<file path="config.mk">
export PLATFORM = sky130hd
export DESIGN_NAME = flash_cmd_sequencer
export DESIGN_NICKNAME = d
export VERILOG_FILES = /design/src/rtl/flash_cmd_sequencer.sv
export SDC_FILE = /design/constraint.sdc
export NUM_CORES = 1
export LEC_CHECK = 0
export CELL_PAD_IN_SITES_DETAIL_PLACEMENT = 1
export CELL_PAD_IN_SITES_GLOBAL_PLACEMENT = 1
export CORE_ASPECT_RATIO = 1.75
export CORE_MARGIN = 2
export CORE_UTILIZATION = 49
export CTS_BUF_LIST = sky130_fd_sc_hd__clkbuf_16
export DETAILED_ROUTE_END_ITERATION = 7
export PLACE_DENSITY_LB_ADDON = 0.1
export SYNTH_ARGS = -nofsm -noshare
export SYNTH_HDL_FRONTEND = slang
export SYNTH_SLANG_ARGS = --single-unit
</file>
<file path="constraint.sdc">
create_clock -name i_clk -period 9.1 [get_ports i_clk]
set_input_delay 0.91 -clock i_clk [delete_from_list [all_inputs] [get_ports i_clk]]
set_output_delay 0.91 -clock i_clk [all_outputs]
set_load 0.05 [all_outputs]
</file>
<file path="src/rtl/flash_cmd_sequencer.sv">
// flash_cmd_sequencer
//   Request front-end for the QSPI flash controller (LLC). Queues word-level
//   read / program / erase requests in a small FIFO and issues them one at a
//   time on the LLC command port. Address-sequential quad reads are chained
//   with o_llc_op_cont so the controller keeps CS low across words. Exactly one
//   response is returned per request; each LLC operation has a timeout.
//
// Ports
//   i_clk, i_reset        clock, synchronous active-high reset
//   i_req_*, o_req_ready  request handshake (cmd 00 read, 01 program, 10 erase, 11 reserved)
//   o_rsp_*, i_rsp_ready  response handshake (rdata, err)
//   o_llc_*               command to the LLC, held stable while o_llc_write=1
//   i_llc_word/valid/busy completion data, one-cycle done pulse, busy flag
//   o_idle                FIFO empty and sequencer idle
module flash_cmd_sequencer #(
   parameter int FIFO_DEPTH  = 4,
   parameter int BURST_MAX   = 16,
   parameter int TIMEOUT_CYC = 1048576
) (
   input  logic        i_clk,
   input  logic        i_reset,
   input  logic        i_req_valid,
   output logic        o_req_ready,
   input  logic [1:0]  i_req_cmd,
   input  logic [23:0] i_req_addr,
   input  logic [31:0] i_req_wdata,
   input  logic        i_req_quad,
   output logic        o_rsp_valid,
   input  logic        i_rsp_ready,
   output logic [31:0] o_rsp_rdata,
   output logic        o_rsp_err,
   output logic        o_llc_write,
   output logic        o_llc_op_cont,
   output logic [23:0] o_llc_address,
   output logic [31:0] o_llc_word,
   output logic        o_llc_spd,
   output logic        o_llc_dir,
   output logic        o_llc_erase,
   input  logic [31:0] i_llc_word,
   input  logic        i_llc_valid,
   input  logic        i_llc_busy,
   output logic        o_idle
);

   localparam int AW = $clog2(FIFO_DEPTH);
   localparam int CW = AW + 1;
   localparam int TW = $clog2(TIMEOUT_CYC + 1);
   localparam int BW = $clog2(BURST_MAX + 1);

   typedef struct packed {
      logic [1:0]  cmd;
      logic [23:0] addr;
      logic [31:0] wdata;
      logic        quad;
   } req_t;

   typedef enum logic [1:0] {IDLE, ISSUE, WAIT, RESP} state_t;

   req_t          mem [FIFO_DEPTH];
   logic [AW-1:0] wr_ptr, rd_ptr, rd_nxt;
   logic [CW-1:0] count;
   logic          live;      // low during reset so ready/idle read 0 there
   state_t        state;
   logic [TW-1:0] tcnt;
   logic [BW-1:0] bcnt;      // words already chained in the current burst
   logic          burst_q;   // previous op was issued with op_cont=1

   req_t head;
   logic full, has_head, has_next, push, pop;
   logic go, do_rsvd, do_issue, cont_ok, busy_ok;

   assign head     = mem[rd_ptr];
   assign rd_nxt   = rd_ptr + AW'(1);
   assign full     = (count == CW'(FIFO_DEPTH));
   assign has_head = (count != '0);
   assign has_next = (count > CW'(1));

   assign o_req_ready = live & ~full;
   assign o_idle      = live & ~has_head & (state == IDLE);
   assign push        = i_req_valid & o_req_ready;

   // Chain only when the following queued word continues the same quad read.
   assign cont_ok = (head.cmd == 2'b00) && head.quad && has_next &&
                    (mem[rd_nxt].cmd == 2'b00) && mem[rd_nxt].quad &&
                    (mem[rd_nxt].addr == head.addr + 24'd4) &&
                    ((32'(bcnt) + 32'd1) < 32'(BURST_MAX));

   // Inside a burst the LLC stays busy with CS held low, so busy is not a gate.
   assign busy_ok = ~i_llc_busy | burst_q;

   // Dispatch happens straight from IDLE and from an accepted response so the
   // head issues without an extra cycle; ISSUE only holds while busy blocks it.
   assign go       = has_head & ((state == IDLE) | (state == ISSUE) |
                                 ((state == RESP) & i_rsp_ready));
   assign do_rsvd  = go & (head.cmd == 2'b11);
   assign do_issue = go & (head.cmd != 2'b11) & busy_ok;
   assign pop      = do_rsvd | do_issue;

   always_ff @(posedge i_clk) begin
      if (i_reset) begin
         wr_ptr <= '0;
         rd_ptr <= '0;
         count  <= '0;
      end else begin
         if (push) wr_ptr <= wr_ptr + AW'(1);
         if (pop)  rd_ptr <= rd_nxt;
         case ({push, pop})
            2'b10:   count <= count + CW'(1);
            2'b01:   count <= count - CW'(1);
            default: ;
         endcase
      end
   end

   always_ff @(posedge i_clk) begin
      if (push) mem[wr_ptr] <= '{cmd: i_req_cmd, addr: i_req_addr, wdata: i_req_wdata, quad: i_req_quad};
   end

   always_ff @(posedge i_clk) begin
      if (i_reset) begin
         live          <= 1'b0;
         state         <= IDLE;
         tcnt          <= '0;
         bcnt          <= '0;
         burst_q       <= 1'b0;
         o_llc_write   <= 1'b0;
         o_llc_op_cont <= 1'b0;
         o_llc_address <= '0;
         o_llc_word    <= '0;
         o_llc_spd     <= 1'b0;
         o_llc_dir     <= 1'b0;
         o_llc_erase   <= 1'b0;
         o_rsp_valid   <= 1'b0;
         o_rsp_rdata   <= '0;
         o_rsp_err     <= 1'b0;
      end else begin
         live <= 1'b1;
         case (state)
            IDLE, ISSUE: if (has_head) state <= ISSUE;
            WAIT: begin
               // a completion in the timeout cycle wins over the error
               if (i_llc_valid) begin
                  o_llc_write <= 1'b0;
                  o_rsp_valid <= 1'b1;
                  o_rsp_err   <= 1'b0;
                  o_rsp_rdata <= o_llc_dir ? 32'h0 : i_llc_word;
                  state       <= RESP;
               end else if (tcnt == TW'(TIMEOUT_CYC - 1)) begin
                  o_llc_write   <= 1'b0;
                  o_llc_op_cont <= 1'b0;
                  o_rsp_valid   <= 1'b1;
                  o_rsp_err     <= 1'b1;
                  o_rsp_rdata   <= 32'h0;
                  burst_q       <= 1'b0;
                  bcnt          <= '0;
                  state         <= RESP;
               end else begin
                  tcnt <= tcnt + TW'(1);
               end
            end
            RESP: if (i_rsp_ready) begin
               o_rsp_valid <= 1'b0;
               state       <= has_head ? ISSUE : IDLE;
            end
            default: state <= IDLE;
         endcase

         if (do_rsvd) begin
            o_rsp_valid <= 1'b1;
            o_rsp_err   <= 1'b1;
            o_rsp_rdata <= 32'h0;
            state       <= RESP;
         end

         if (do_issue) begin
            o_llc_write   <= 1'b1;
            o_llc_op_cont <= cont_ok;
            o_llc_address <= head.addr;
            o_llc_word    <= head.wdata;
            o_llc_spd     <= head.quad;
            o_llc_dir     <= (head.cmd != 2'b00);
            o_llc_erase   <= (head.cmd == 2'b10);
            burst_q       <= cont_ok;
            bcnt          <= cont_ok ? bcnt + BW'(1) : '0;
            tcnt          <= '0;
            state         <= WAIT;
         end
      end
   end

endmodule

</file>
==> metrics.yaml <==
timing.hold.ws_ns: 0.453
crit_path_end_kind: "flop"
syn_nets: 1200
ctsHtreeMaxLevel: 2
vias: 9751
dieHeight_um: 236
drive_gt1_share_pct: 12.4
avgSynthCellArea_um2: 13.9
cpMostUsedCell: "o2111ai_1"
peakVddDrop_mv: 0.198
syn_area_um2: 15100
cts-buffers-inserted: 35
antenna_found_initial: 3
crit_slowest_cell: "buf_4"
cts_tree: "built"
skew_ns: 0.0221
wl_met3_um: 1600
wl_met1_um: 13900
top_layer: "met5"
place.gp.congestion: 0.804
yosysUniqueCellTypes: 67
synthFlopType: "edfxtp_1"
worstSetupPathType: "reg2reg"
clock_latency_ns: 0.53
io_pins: 194
yosysTopAreaCell: "edfxtp_1"
cp.arrival_ns: 4.51
hold_class: "reg2reg"
yosysWarnings: 0
syn_to_final_growth_pct: 22.1
drtPass1Iterations: 5
final_max_slew_viol_count: 0
layout.nets: 1381
core_area_um2: 30500
setup_viol: 0
synthTopCellsByArea: "edfxtp_1 47%, dfxtp_1 18%, mux4_2 12%"
power_density_nw_per_um2: 272
totalWireLength_um: 37700
viasPerCell: 5.77
crit_fanout: 40
die_area_um2: 32300
tightest_slew_ns: 1.19
wire_per_inst_um: 22.3
route.detailed.drc: 0
rr_worst_depth: 10
synth_seq_cells: 369
clock_path_buffers: 3
chipWidth_um: 137
fin_crit_sh_pct: 44.6
cellLeakagePower_uw: 0.00589
hold_viol: 0
critical_path_required_ns: 9.55
cts.sinks: 369
clk_pin_slew_ns: 0.07
post_cts_buffers: 0
globalRouteOverflowTotal: 0
synth.top_cell.area_share_pct: 46.9
worstHoldPathCells: 2
synth_commonest_cells: "236 x edfxtp_1, 176 x nand2_1, 133 x dfxtp_1"
rsz0062_at_grt: "no"
portBuffers: 193
ys_seq_area_share_pct: 64.5
grt_pass1_vias: 10700
clockRootBuffer: "clkbuf_16"
layout_min_cycle_time_ns: 4.06
grt_max_degree: 76
met2WireLength_um: 20800
slew_headroom_pct: 20.7
fmax_mhz: 246
grt_pass1_wl_um: 58800
drt_iter0_drc: 396
max_stage_delay_ns: 0.72
outcome: "finished, final reports clean"
ant_nets: 0
cts_resized: 0
synthCells: 1091
synth.most_common_cell: "edfxtp_1"
dp_hpwl_um: 24300
start_kind: "flop"
grt.total_usage_pct: 23.9
postCtsHoldBufs: 0
finalSetupTns_ns: 0
cap_violations: 0
cp_cell_sequence: "buf_4 > mux4_2 > ha_1 > and3_2 > nand4_1 > nor4b_1 > o2111ai_1 > a2111oi_4 > o2111ai_1 > a21oi_1"
rows: 85
start_util_pct: 49.5
synth-edff-count: 236
postSynth.asyncResetShare_pct: 0
[placed cells by master (no fill, tap or decap), types with 13 or more instances in the layout]
cell / n
mux4_2: 79
xnor2_1: 25
nor2_1: 41
nand2_1: 176
nand4_1: 13
dfxtp_1: 130
edfxtp_1: 236
a21oi_1: 104
inv_1: 18
nand3_1: 50
xor2_1: 23
clkbuf_16: 36
clkdlybuf4s50_1: 192
[through the flow]
stage	setup WS, ns	cell area [um^2]	power (uW)	instances	util (%)
2_1_floorplan	5.08	15100	3210	1091	-
3_3_place_gp	4.96	17300	3630	1626	56.8
3_5_place_dp	4.99	17300	3660	1626	56.8
4_1_cts	4.99	18400	5080	1689	60.4
5_1_grt	4.67	18500	5250	1690	60.4
6_report	5.04	18500	5030	1690	60.4
[critical path, delay by kind of cell, from the launching register on]
family | cells | cell delay (ns)
AO/OA/AOI/OAI | 4 | 1.06
buffers and inverters | 1 | 0.72
multiplexers | 1 | 0.68
AND/OR/NAND/NOR | 3 | 0.62
flip-flops | 1 | 0.61
adder cells (fa/ha/maj) | 1 | 0.27
[routing by layer]
metal  vias to the layer above  GRT usage, %
li1                       4467             -
met1                      4975          26.8
met2                       220          44.0
met3                        85          4.34
met4                         4          9.50
met5                         -             0
[kinds of logic after synthesis]
| group | after synthesis | share of synthesized area, % |
|---|---|---|
| AOI/OAI and AO/OA | 153 | 6.04 |
| xor gates and xnor gates | 48 | 2.78 |
| adders and majority gates | 12 | 0.993 |
| buffers and inverters | 73 | 2.28 |
| DFF | 369 | 64.5 |
| muxes | 86 | 12.7 |
| and+or+nand+nor | 350 | 10.7 |
[final timing paths]
kind              startpoint              end  slack, ns
min reg2reg  o_rsp_rdata[21]  o_rsp_rdata[21]       0.45
max reg2reg             flop          bcnt[3]       5.04
min          o_rsp_rdata[21]  o_rsp_rdata[21]       0.45
max                     flop          bcnt[3]       5.04
[report_power, final]
group | switching, uW | internal [uW] | total (uW)
registers | 142 | 1910 | 2050
logic | 928 | 631 | 1560
clock network | 629 | 783 | 1410
total | 1700 | 3330 | 5030
[registers in the layout, indices dropped and copies added (netlist names), 3 cells and up, named ones only]
register and flops:
tcnt 21, o_llc_word 32, o_llc_address 24, count 3, bcnt 5, o_rsp_rdata 32
mem 236
[cell type report]
| type | instances | area (um^2) |
|---|---|---|
| fillers | 2937 | 12100 |
| flip-flops and latches | 369 | 9760 |
| multi-input cells | 649 | 5040 |
| repair buffers | 205 | 2020 |
| clock buffers | 36 | 901 |
| well taps | 391 | 489 |
| clock inverters | 27 | 200 |
| inverters | 12 | 45.0 |
| diodes | 1 | 2.50 |
Note: power is estimated with default switching activity, not from simulation.
